**src/rtl/icache_refill_master.sv**
```systemverilog
// icache_refill_master: fetches one LINE_WORDS-word cache line over the
// CEN/A/GNT/RVAL/Q memory port and hands it to the refill logic.
module icache_refill_master #(
    parameter int unsigned ADDR_WIDTH = 12,
    parameter int unsigned DATA_WIDTH = 64,
    parameter int unsigned BE_WIDTH   = DATA_WIDTH / 8,
    parameter int unsigned LINE_WORDS = 4
) (
    input  logic                             CLK,
    input  logic                             RST,
    // refill request side
    input  logic                             refill_req_i,
    input  logic [ADDR_WIDTH-1:0]            refill_addr_i,
    output logic                             refill_gnt_o,
    // assembled line side
    output logic                             line_valid_o,
    output logic [ADDR_WIDTH-1:0]            line_addr_o,
    output logic [LINE_WORDS*DATA_WIDTH-1:0] line_data_o,
    input  logic                             line_ready_i,
    output logic                             err_o,
    // memory port
    output logic                             CEN,
    output logic [ADDR_WIDTH-1:0]            A,
    input  logic                             GNT,
    output logic                             WEN,
    output logic [DATA_WIDTH-1:0]            D,
    output logic [BE_WIDTH-1:0]              BE,
    input  logic [DATA_WIDTH-1:0]            Q,
    input  logic                             RVAL
);

    localparam int unsigned IDX_W = $clog2(LINE_WORDS);
    localparam int unsigned CNT_W = IDX_W + 1;

    typedef enum logic [1:0] {
        IDLE  = 2'd0,
        ISSUE = 2'd1,
        WAIT  = 2'd2,
        DONE  = 2'd3
    } state_t;

    state_t                  state_q, state_d;
    logic [CNT_W-1:0]        issue_q, issue_d;
    logic [CNT_W-1:0]        rsp_q, rsp_d;
    logic [CNT_W-1:0]        outstanding;
    logic [ADDR_WIDTH-1:0]   base_q, base_d;
    logic [DATA_WIDTH-1:0]   buf_q [LINE_WORDS];
    logic                    rsp_take;
    logic                    err_d;
    logic                    cen_d;
    logic [ADDR_WIDTH-1:0]   a_d;
    logic                    gnt_d;
    logic                    valid_d;

    // Read-only port: write controls are tied off.
    assign WEN = 1'b1;
    assign D   = '0;
    assign BE  = '1;

    assign line_addr_o = base_q;

    // Flatten the line buffer onto the output bus, word k at k*DATA_WIDTH.
    for (genvar k = 0; k < LINE_WORDS; k++) begin : g_pack
        assign line_data_o[k*DATA_WIDTH +: DATA_WIDTH] = buf_q[k];
    end

    // Next-state, counters and next values of the registered outputs.
    always_comb begin
        state_d     = state_q;
        issue_d     = issue_q;
        rsp_d       = rsp_q;
        base_d      = base_q;
        err_d       = err_o;
        outstanding = issue_q - rsp_q;
        rsp_take    = 1'b0;

        // Responses are only meaningful while a line is in flight.
        if (RVAL && (state_q != IDLE)) begin
            if (((state_q == ISSUE) || (state_q == WAIT)) && (outstanding != '0)) begin
                rsp_take = 1'b1;
                rsp_d    = rsp_q + CNT_W'(1);
            end else begin
                err_d = 1'b1;
            end
        end

        case (state_q)
            IDLE: begin
                if (refill_req_i) begin
                    base_d  = refill_addr_i & ~ADDR_WIDTH'(LINE_WORDS - 1);
                    issue_d = '0;
                    rsp_d   = '0;
                    state_d = ISSUE;
                end
            end
            ISSUE: begin
                if (GNT) begin
                    issue_d = issue_q + CNT_W'(1);
                    if (issue_q == CNT_W'(LINE_WORDS - 1)) begin
                        state_d = (rsp_d == CNT_W'(LINE_WORDS)) ? DONE : WAIT;
                    end
                end
            end
            WAIT: begin
                if (rsp_d == CNT_W'(LINE_WORDS)) begin
                    state_d = DONE;
                end
            end
            DONE: begin
                if (line_ready_i) begin
                    state_d = IDLE;
                end
            end
            default: state_d = IDLE;
        endcase

        cen_d   = (state_d != ISSUE);
        a_d     = (state_d == ISSUE) ? (base_d | ADDR_WIDTH'(issue_d[IDX_W-1:0])) : '0;
        gnt_d   = (state_d == IDLE);
        valid_d = (state_d == DONE);
    end

    // State, counters, line buffer and output registers.
    always_ff @(posedge CLK) begin
        if (RST) begin
            state_q      <= IDLE;
            issue_q      <= '0;
            rsp_q        <= '0;
            base_q       <= '0;
            err_o        <= 1'b0;
            CEN          <= 1'b1;
            A            <= '0;
            refill_gnt_o <= 1'b1;
            line_valid_o <= 1'b0;
            for (int i = 0; i < LINE_WORDS; i++) begin
                buf_q[i] <= '0;
            end
        end else begin
            state_q      <= state_d;
            issue_q      <= issue_d;
            rsp_q        <= rsp_d;
            base_q       <= base_d;
            err_o        <= err_d;
            CEN          <= cen_d;
            A            <= a_d;
            refill_gnt_o <= gnt_d;
            line_valid_o <= valid_d;
            if (rsp_take) begin
                buf_q[rsp_q[IDX_W-1:0]] <= Q;
            end
        end
    end

endmodule
```
**config.mk**
```make
export PLATFORM = sky130hd
export DESIGN_NAME = icache_refill_master
export DESIGN_NICKNAME = d
export VERILOG_FILES = /design/src/rtl/icache_refill_master.sv
export SDC_FILE = /design/constraint.sdc
export NUM_CORES = 1
export LEC_CHECK = 0
export CELL_PAD_IN_SITES_DETAIL_PLACEMENT = 1
export CELL_PAD_IN_SITES_GLOBAL_PLACEMENT = 1
export CORE_ASPECT_RATIO = 1.25
export CORE_MARGIN = 2
export CORE_UTILIZATION = 38
export DETAILED_ROUTE_END_ITERATION = 12
export PLACE_DENSITY = 0.86
export SYNTH_ARGS = -nofsm -noshare
export SYNTH_HDL_FRONTEND = slang
export SYNTH_SLANG_ARGS = --single-unit
```
**constraint.sdc**
```tcl
create_clock -name CLK -period 6.45 [get_ports CLK]
set_input_delay 1.29 -clock CLK [delete_from_list [all_inputs] [get_ports CLK]]
set_output_delay 1.29 -clock CLK [all_outputs]
set_load 0.01 [all_outputs]
```
Yosys cells after proc, flatten, opt, wreduce, memory -nomap -nowiden --
Memories as Yosys holds them, arrays and structs flattened. Cells that the tools add are included.
Operators by class: add/subtract/negate cells 3, multipliers 0, div/mod/pow operators 0, magnitude comparators 0, equal/unequal tests 10, shift operators 0, mux-type cells 26, bitwise gates (word level) 3, reduce and logical (&&, ||, !) cells 12
Operator list (count):
- $mux W64 | 1
- $reduce_or A64 Y1 | 1
- $mux W12 | 2
- $mux W3 | 6
- $mux W2 | 6
- $or A12 B2 Y12 | 1
- $mux W1 | 9
- $pmux W2 S4 | 1
- $add A3 B1 Y3 const B | 2
- $eq A2 B2 Y1 const B | 3
- $pmux W3 S2 | 1
- $eq A2 B1 Y1 const B | 2
- $logic_not A2 Y1 | 2
- $ne A2 B2 Y1 const B | 2
- $reduce_bool A2 Y1 | 2
- $eq A3 B2 Y1 const B | 1
- $eq A3 B3 Y1 const B | 1
- $reduce_and A3 Y1 | 1
- $reduce_bool A3 Y1 | 1
- $sub A3 B3 Y3 | 1
- $logic_and A1 B1 Y1 | 2
- $ne A2 B1 Y1 const B | 1
- $not A1 Y1 | 2
- $reduce_and A2 Y1 | 1
- 2 further kinds | 2
Word-level totals: register bits after elaboration 36, latch bits 0, memory bits (writable) 256, ROM bits 0, output and inout bits 357, memories kept 1
Memories:
- buf_q | depth 4, width 64, read ports 4, clocked after Yosys merged registers in 0, wr ports 4, RTL line 47 | logic [DATA_WIDTH-1:0] buf_q [LINE_WORDS];

Longest topological paths before layout --
depth after elaboration 13, mapped depth 9, depth with buffers taken out 7

Least setup slack after synthesis --
OpenSTA, ideal clock, no wires.
path type in2reg, start point input port RVAL, end point memory buf_q[0][0] (enable), library setup time 0.424 ns, data arrival time 3.536 ns, required time 6.026 ns, slack 2.490 ns, stages on the path 6, path through nor2b_1 > o2111a_2 > buf_2 > clkbuf_1 > nand2_1 > nand2_1
RTL lines:
- start, declared | RTL line 29 | input logic RVAL
- end, declared | RTL line 47

==> results by group <==
Status
  • Status: completed

Yosys
  • Post-synthesis adder-cell area fraction: less than 1%
  • Yosys reg bits: between 200 and 300
  • Synth Area in Compound Gates: under 10%
  • Synthesized area: roughly 12000 sq um
  • Top FF cell, synth: edfxtp_1
  • Number of synthesized flops with an enable pin: 256
  • Async SR Flop Fraction: 0%
  • Mux contribution to synthesized area: ~1.0%
  • Ys Warns: 0
  • Xor-xnor portion of the synthesized cell area: 0.516%
  • Simple-Gate Fraction of Synth Area: 16.7%
  • Seq/Total Area, Yosys: 72.3%
  • Unique masters post-synth: between 40 and 50
  • Syn_area_per_cell: 14.7 sq um
  • Largest family of logic cells by synthesized area: simple AND/OR/NAND/NOR gates
  • Cells after Synth: roughly 790

Clocking
  • Hold-fix buffers, CTS: 0
  • CTS H-tree lvls: 1
  • Clk_lat worst skew: ~0.56 ns
  • CTS tree: built
  • Clock buffer depth: 3
  • Gates resized, CTS repair: 0
  • Clock root cell: clkbuf_16
  • Sink Count: slightly below 300
  • CTS clock-pin slew for the worst setup and hold paths: 0.06 ns
  • Postcts setup bufs: 0
  • CTS buffer count: 30

Pwr
  • Peak supply drop: 230 uV
  • P_sw: 1.11 mW
  • P_leak: ~6.4 nW
  • Logic gate share of total power: 13.7%
  • Pint: between 3 and 4 mW
  • Power share of the clock group: around two fifths
  • Switching share of power: 24.3%
  • Sequential share of power: 48.2%
  • PD cells: around 280 nW/um^2
  • Tot Pwr: ~4.6 mW

Route
  • Final antenna-violating net count: 0
  • Via count: ~7600
  • Vias per cell: roughly 4.8
  • Detailed Routing Iterations Pass 1: 5
  • WL/cell: roughly 23 microns
  • Initial drt markers: between 300 and 400
  • Routed wire length: 35800 microns
  • DRC violations left: 0

Timing
  • Final TNS setup: 0 ns
  • RSZ-0062 raised after global routing: no
  • Min Tclk post-route: roughly 3.8 ns
  • Fin worst setup slack: 2.61 ns
  • Worst hold slack: ~0.5 ns
  • Final period util: between 50% and 60%
  • Final setup violation count: 0
  • Final hold vios: 0
  • Slew margin rel.: between 10% and 20%
  • Final Max Slew Viols: 0
  • Slew of the pin with the lowest slew margin: 1.21 ns
  • Worst Skew: around 0.010 ns
  • F_max: 261 MHz

Worst setup path
  • Kind of cell adding the most delay to the critical path: simple AND/OR/NAND/NOR gates
  • CP max stage delay: roughly 0.82 ns
  • Crit path launch type: primary input
  • Arrival @ worst endpoint: 4.01 ns
  • CP Max Fanout: 64
  • Worst endpoint required time: between 6 and 7 ns
  • Cell chain of the critical path: clkdlybuf4s50_1 -> nor2b_1 -> o2111a_2 -> buf_4 -> nor3b_4 -> or2_4
  • CP Class: primary input to register
  • WP buf/inv: 2
  • Worst path slowest cell: or2_4
  • Crit. End Element: register

Floorplan
  • Die area: 32000 sq um
  • Row cnt: 71
  • Die Wd: between 150 and 200 microns
  • Initial core utilization: 38.6%
  • Core area: approximately 30000 sq um
  • Die span in y: roughly 200 microns
  • Io pins: between 400 and 500

Placement
  • I/O Buffers: 363
  • Place WS: 1.98 ns
  • GP Congestion: just under 0.8
  • Detail Placement HPWL: 23700 microns

Layout
  • Layout cells sized above 1: between 5 and 6%
  • P&R area growth vs syn: 40.5%
  • Util after Layout: between 50% and 60%
  • Nets: between 1000 and 1500

Hold path
  • Worst hold path class: register to register

Global routing
  • Pin count of the biggest net entering global routing: 70
  • Vias in the first global route: roughly 8100
  • Grt ovf: 0
  • First-pass GRT wire length: roughly 52000 microns
  • Initial antenna violation count: 3
  • Total Routing Usage GR: a little over a fifth

Flow run
  • MaxCap Viol Count: 0
state kept, by name (all words and copies together) (netlist names):
| signal | count |
|---|---|
| buf_q | 256 |
| A | 12 |
| line_addr_o | 12 |
| issue_q | 3 |
| rsp_q | 3 |
| state_q | 2 |
| CEN | 1 |
| err_o | 1 |
| line_valid_o | 1 |
| refill_gnt_o | 1 |
cells in the mapped netlist, drive strengths merged (2+ instances only):
library cell,count,area (sq um)
or2,2,12.5
edfxtp,256,7690
ha,9,113
o21a,2,15.0
nand2b,3,18.8
conb,2,7.51
clkbuf,33,130
and2,195,1220
o21ai,7,35.0
buf,83,636
a21oi,5,25.0
mux2i,11,110
dfxtp,36,721
inv,9,33.8
xor2,5,51.3
and3,66,413
nand4,2,12.5
nand2,10,37.5
nor3b,13,103
a31oi,3,18.8
o31ai,3,22.5
nor2b,3,18.8
nor2,20,75.1
layout by cell type, fill, tap and decap left out, types with 2 or more instances in the layout:
master,count
mux2i_1,11
nor2b_1,3
and2_1,195
or2_4,2
o31ai_1,3
ha_1,9
clkinv_2,5
o21ai_0,7
conb_1,73
nor2_1,19
a21oi_1,5
and3_1,65
clkdlybuf4s50_1,363
buf_4,8
bufinv_16,3
clkinv_4,2
clkbuf_16,31
clkinv_1,2
diode_2,2
nor3b_1,12
xor2_1,4
a31oi_1,3
clkbuf_1,9
clkinvlp_4,2
nand2_1,9
dfxtp_1,36
nand2b_1,3
edfxtp_1,256
nand4_1,2
inv_1,9
o21a_1,2
stage by stage:
step | cell area, sq um | instances
floorplan | 11900 | 862
global placement | 15400 | 1518
detailed placement | 15400 | 1518
CTS | 16300 | 1574
global route | 16300 | 1575
finish | 16400 | 1576
tightest hold or removal path, cell delays in order, from the launching register on:
cell and delay, ns:
dfxtp_1 0.34, a21oi_1 0.06, nor2_1 0.07
logic make-up (layout without fill, tap and decap cells):
family | Yosys count | count (layout)
AO/OA/AOI/OAI | 27 | 27
flip-flops | 292 | 292
other | 2 | 75
XOR/XNOR | 6 | 6
AND/OR/NAND/NOR | 318 | 318
buffers and inverters | 125 | 436
multiplexers | 12 | 12
adder cells (fa/ha/maj) | 9 | 9
metal layers:
metal | vias to the layer above | GRT usage, % | part of all wire, %
li1 | 3333 | - | -
met3 | 78 | 6.68 | 9.1
met5 | - | 0 | 0.036
met2 | 390 | 40.4 | 52
met1 | 3767 | 22.2 | 35
met4 | 2 | 8.98 | 4.3
final cells by class:
class / instances / area (sq um)
sequential: 292 / 8410
clock buffer: 40 / 810
tap: 401 / 502
timing repair buffer: 371 / 3690
multi-input combinational: 445 / 2730
fill: 2905 / 13800
antenna: 2 / 5.00
inverter: 9 / 33.8
clock inverter: 16 / 169
power by group through the flow:
stage	clock [mW]	combinational (mW)	sequential, mW
floorplan	0	0.263	2.28
global placement	0	0.612	2.23
detailed placement	0	0.627	2.24
CTS	1.77	0.631	2.20
global route	1.82	0.669	2.21
finish	1.73	0.625	2.20
worst paths after layout:
kind / startpoint / end / slack (ns) / cells past startpoint
setup / recovery: RVAL / buf_q[2][62] / 2.61 / 6
setup reg to reg: rsp_q[0] / buf_q[2][62] / 2.87 / 7
hold / removal: err_o / err_o / 0.50 / 2
hold reg to reg: err_o / err_o / 0.50 / 2
Power figures use the tool's default switching activity.
==> variant 1 (same settings) <==
`LINE_WORDS`: 4 -> 8.
--- a/src/rtl/icache_refill_master.sv
+++ b/src/rtl/icache_refill_master.sv
@@ -5,5 +5,5 @@
     parameter int unsigned DATA_WIDTH = 64,
     parameter int unsigned BE_WIDTH   = DATA_WIDTH / 8,
-    parameter int unsigned LINE_WORDS = 4
+    parameter int unsigned LINE_WORDS = 8
 ) (
     input  logic                             CLK,
Interface: changed (resized line_data_o); port bits go from 439 to 695. The function was not compared with the original's and may differ.
==> variant 1 against the unedited design <==
Routed wire length up 120%. Total power rose by 73%. Setup slack worse by 0.48 ns. Combinational power down 1%. Area after synthesis increased by 84%. Cell count increased by 76%. Sequential cell count grew 258. Critical path depth is 3 higher. Fmax fell by 11%. Cell area up 82%.
==> variant 1: results (changes against the unedited design) <==
[logic_synthesis]
synth_sequential_area_ratio_pct=75.5  ; +3.2 points
top_post_synthesis_cells_by_area=edfxtp_1 (72%), and2_1 (15%), dfxtp_1 (3.6%), buf_4 (2.6%), buf_6 (1.3%)
synth_xor_xnor_area_share_pct=0.246  ; -0.27 points
post_synth_num_cell_types=47  ; +12%
synth.area.mux_share_pct=0.474  ; -0.57 points
synth_adder_area_share_pct=0.527  ; -0.44 points
synth_compound_area_share_pct=1.06  ; -0.55 points
synth_enable_flop_cells=512  ; +100%
syn_avg_cell_area_um2=15.8  ; +7.4%
post_synth_most_frequent_cells=and2_1 (516), edfxtp_1 (512), buf_4 (73), dfxtp_1 (38), nor2_1 (33)

[finish]
inv_count=8  ; -1
num-multi-input-gates=728  ; +64%
nClkBuffers=72  ; +80%
number_of_flip_flops_in_the_largest_register=512  ; +100%
final_core_utilization_pct=53.2  ; -1.1 points
n_sequential_cell=550  ; +88%
antenna_cells=4  ; +2
drive_above_1_share_pct=5.93  ; +0.48 points
final_cells=2769  ; +76%
final_nets=2068  ; +67%
seq_share_pct=54.3  ; +2.9 points
buf_share_pct=21.2  ; -1.4 points
multi_input_combinational_area_share_pct=15.2  ; -1.5 points
buffers=634  ; +71%
clock_cell_area_share_pct=5.98  ; about the same

[routing]
drt-total-wl_um=79700  ; +120%
detailroute.via_count=13910  ; +84%
detail_route.iter0.violations=959  ; +160%

[cts]
cts_setup_buffers=0  ; unchanged
cts_buffers=55  ; +83%
cts.htree.levels=2  ; +1
clk-insertion-delay-late_ns=0.61  ; +0.05 ns

[global_routing]
gr-usage-all-layers_pct=26.7  ; +5.2 points
number_of_antenna_violations_at_the_first_check_in_global_routing=4  ; +1
first_pass_grt_wire_length_um=112000  ; +120%
grt_max_degree=65  ; -7.1%

[place]
placedCellCount=2662  ; +75%
hpwl_um=50700  ; +110%
place_ws_ns=2.01  ; +0.0280 ns
io_buffers=618  ; +70%

[power]
total_leakage_power_nw=11.1  ; +72%
clkPwrFrac_pct=40.7  ; +2.6 points
vdd_ir_drop_max_uv=203  ; -12%
combinationalPower_mw=0.616  ; -1%

[worst_setup_path]
path_delay_family=simple AND/OR/NAND/NOR gates
crit_arrival_ns=4.58  ; +0.57 ns
timing.critical_path.fanout_max=45  ; -30%

[sta]
timing.clock.skew_ns=0.0275  ; +0.0172 ns
tightestPinTransition_ns=1.11  ; -0.104 ns

[die]
rows=97  ; +37%

[outcome]
run_status=finished clean

[variant 1: cell count changes after synthesis, sizes merged, moves of 5 or more]
cell	unedited run	this run
or2	2	8
and2	195	516
nor2	20	34
nor3b	13	0
nand3	0	5
a21oi	5	12
and3	66	2
buf	83	102
edfxtp	256	512
nor4	0	5
[variant 1: final timing paths]
check	slack [ns]	depth (start not counted)	startpoint	to
min reg2reg	0.50	2	err_o	err_o
max	2.14	9	rsp_q[2]	buf_q[0][55]
min	0.50	2	err_o	err_o
max reg2reg	2.14	9	rsp_q[2]	buf_q[0][55]
[variant 1: metal layers]
| layer | GRT usage, % | wire (um) | vias to the layer above |
|---|---|---|---|
| met5 | 0 | 0 | - |
| met4 | 15.0 | 4830 | 0 |
| met3 | 5.73 | 5470 | 220 |
| met2 | 47.8 | 41500 | 830 |
| met1 | 29.2 | 27900 | 7068 |
| li1 | - | - | 5792 |
[variant 1: tightest hold or removal path, stage by stage (launching register included)]
cell	delay, ns
dfxtp_1	0.35
a31oi_1	0.05
nor2_1	0.07
==> variant 2 (same flow settings) <==
Without the edit above. Re-encode `state_t` (4 states) as Gray code, 2 bits wide.
--- a/src/rtl/icache_refill_master.sv
+++ b/src/rtl/icache_refill_master.sv
@@ -34,8 +34,8 @@
 
     typedef enum logic [1:0] {
-        IDLE  = 2'd0,
-        ISSUE = 2'd1,
-        WAIT  = 2'd2,
-        DONE  = 2'd3
+        IDLE  = 2'b00,
+        ISSUE = 2'b01,
+        WAIT  = 2'b11,
+        DONE  = 2'b10
     } state_t;
 
Check against the original RTL: no difference found for any inputs over 4 cycles, from zero or initial values and one cycle with RST high; so few cycles prove little.
==> variant 2 against the unedited design <==
Fmax increased by 3.7%. Sequential cell count unchanged. Routed wire length decreased by 4.8%. First-iteration DRC count decreased by 21%. Setup slack improved by 0.14 ns. Register-to-register slack got worse by 0.12 ns. Area after synthesis decreased by 1.3%. Cell count decreased by 0.32%. Total power decreased by 9.9%. Cell area decreased by 0.60%. Largest power group unchanged. Highest routed layer is now met4.
==> variant 2: results (changes against the unedited design) <==
[worst_setup_path]
timing.critical_path.fanout_max=44  ; -31%
regToRegStartpoint=rsp_q[1]
r2r_slack_ns=2.75  ; -0.12 ns
critPathMaxStageDelay_ns=0.81
crit-reg2reg-capture=buf_q[3][40]
r2r_cells=7  ; unchanged
critical_path.startpoint_type=flop
critical_path_slowest_stage_cell=o21ai_4

[routing]
drt-total-wl_um=34100  ; -4.8%
detailroute.via_count=7271  ; -3.9%
detail_route.iter0.violations=286  ; -21%
drt_pass1_iterations=4  ; -1

[cts]
cts.htree.levels=1  ; unchanged
cts_hold_repair.buffers=0  ; unchanged
clk-insertion-delay-late_ns=0.54  ; -0.02 ns
ctsLongestPathBuffers=3  ; unchanged
cts.clk_slew.worst_paths_ns=0.06  ; about the same
cts.repair.resized=0  ; unchanged
cts_buffers=29  ; -3.3%
cts_setup_buffers=0  ; unchanged
clk_root_buffer_cell=clkbuf_16

[global_routing]
grt_max_degree=65  ; -7.1%
overflow=0  ; unchanged
first_pass_grt_wire_length_um=49600  ; -3.8%
gr-usage-all-layers_pct=20.9  ; -0.68 points
number_of_antenna_violations_at_the_first_check_in_global_routing=2  ; -1
grt_pass1_vias=7799  ; -3.5%

[place]
place_ws_ns=2.23  ; +0.245 ns
hpwl_um=23300  ; -1.7%
io_buffers=363  ; unchanged
globalplace.congestion=0.778  ; +0.44%

[logic_synthesis]
post_synth_num_cell_types=40  ; -4.8%
synth_sequential_area_ratio_pct=73.2  ; +0.98 points
top_post_synthesis_cells_by_area=edfxtp_1 (67%), and2_1 (14%), dfxtp_1 (6.3%), buf_4 (4.8%), mux2i_1 (1.1%)
yosys_warnings=0  ; unchanged
synth-async-reset-ratio_pct=0  ; unchanged
synth_enable_flop_cells=256  ; unchanged
post_synth_most_frequent_cells=and2_1 (259), edfxtp_1 (256), buf_4 (73), dfxtp_1 (36), nor2_1 (26)

[sta]
timing.clock.skew_ns=0.00875  ; -0.00156 ns
slew-limit-headroom_pct=25.2  ; +6.3 points

[finish]
number_of_flip_flops_in_the_largest_register=256  ; unchanged
drive_above_1_share_pct=4.97  ; -0.48 points
final_nets=1232  ; -0.65%
registers.top_by_ff_count=buf_q

[power]
vdd_ir_drop_max_uv=204  ; -11%
total_leakage_power_nw=6.07  ; -5.6%
internal_power_mw=3.20  ; -7.2%

[outcome]
run_status=finished clean

[min_path]
min_path_cells=1  ; -1
worstHoldStart=err_o
holdPathEnd=err_o
hp_class=reg -> reg

variant 2: changes by cell type after synthesis, sizes merged, moves of 3 or more:
cell and delta:
and2 +64, clkbuf -9, o31a +3, and3 -65, ha -4, a21oi +3, o21ai -4, a2111oi +3
xor2 -4, nor2 +6, nand3b +3, nor3b -11
variant 2: area by class of cell:
class,instances,area [um^2]
inverter,7,26.3
multi-input combinational,439,2690
antenna,4,10.0
clock buffer,39,763
clock inverter,13,109
tap,401,502
sequential,292,8410
fill,2978,13700
timing repair buffer,376,3740
variant 2: worst max-delay path by stage:
stage              endpoint  slack, ns      from  cells after the start
2_1_floorplan   buf_q[3][0]       1.10      RVAL                      4
3_3_place_gp    buf_q[0][8]       2.27      RVAL                      6
3_5_place_dp   buf_q[0][28]       2.23      RVAL                      6
5_1_grt        buf_q[3][58]       2.55  rsp_q[1]                      7
6_report       buf_q[3][40]       2.75  rsp_q[1]                      7
4_1_cts        buf_q[3][42]       2.68  rsp_q[1]                      7
variant 2: metrics by stage:
stage          total power [mW]  cell area [um^2]  hold WS [ns]  util [%]  cells
2_1_floorplan              2.34             11800         0.478         -    844
3_3_place_gp               2.54             15400         0.456      51.3   1515
3_5_place_dp               2.56             15400         0.454      51.3   1515
4_1_cts                    4.14             16200         0.473      54.3   1567
5_1_grt                    4.23             16200         0.499      54.3   1569
6_report                   4.10             16300         0.471      54.3   1571
variant 2: power groups by stage:
stage | Clock, mW | Sequential, mW | Combinational (mW)
after floorplan | 0 | 2.22 | 0.114
after global placement | 0 | 2.18 | 0.362
after detailed placement | 0 | 2.19 | 0.372
after CTS | 1.62 | 2.15 | 0.374
after global routing | 1.68 | 2.15 | 0.391
final | 1.59 | 2.15 | 0.369
variant 2: critical path: cells and delay by family, from the launching register on:
kind | cells | cell delay, ns
fa+ha+maj | 1 | 0.30
simple gates | 3 | 1.19
compound gates | 1 | 0.81
buf+inv | 2 | 0.56
flops | 1 | 0.46
variant 2: logic make-up (layout without fill, tap and decap cells):
logic type,count (synthesis),in the layout,synth area share (%)
AOI/OAI and AO/OA,25,25,1.75
xor gates and xnor gates,2,2,0.218
adders and majority gates,5,5,0.545
buffers and inverters,113,435,6.22
DFF,292,292,73.2
muxes,13,13,1.13
other,2,77,0.0654
and+or+nand+nor,321,321,16.8
variant 2: layer usage:
layer / track usage, % / wire [um]
met2: 39.8 / 18500
met5: 0 / 0
met1: 21.4 / 11900
met4: 10.8 / 1620
met3: 4.44 / 2050
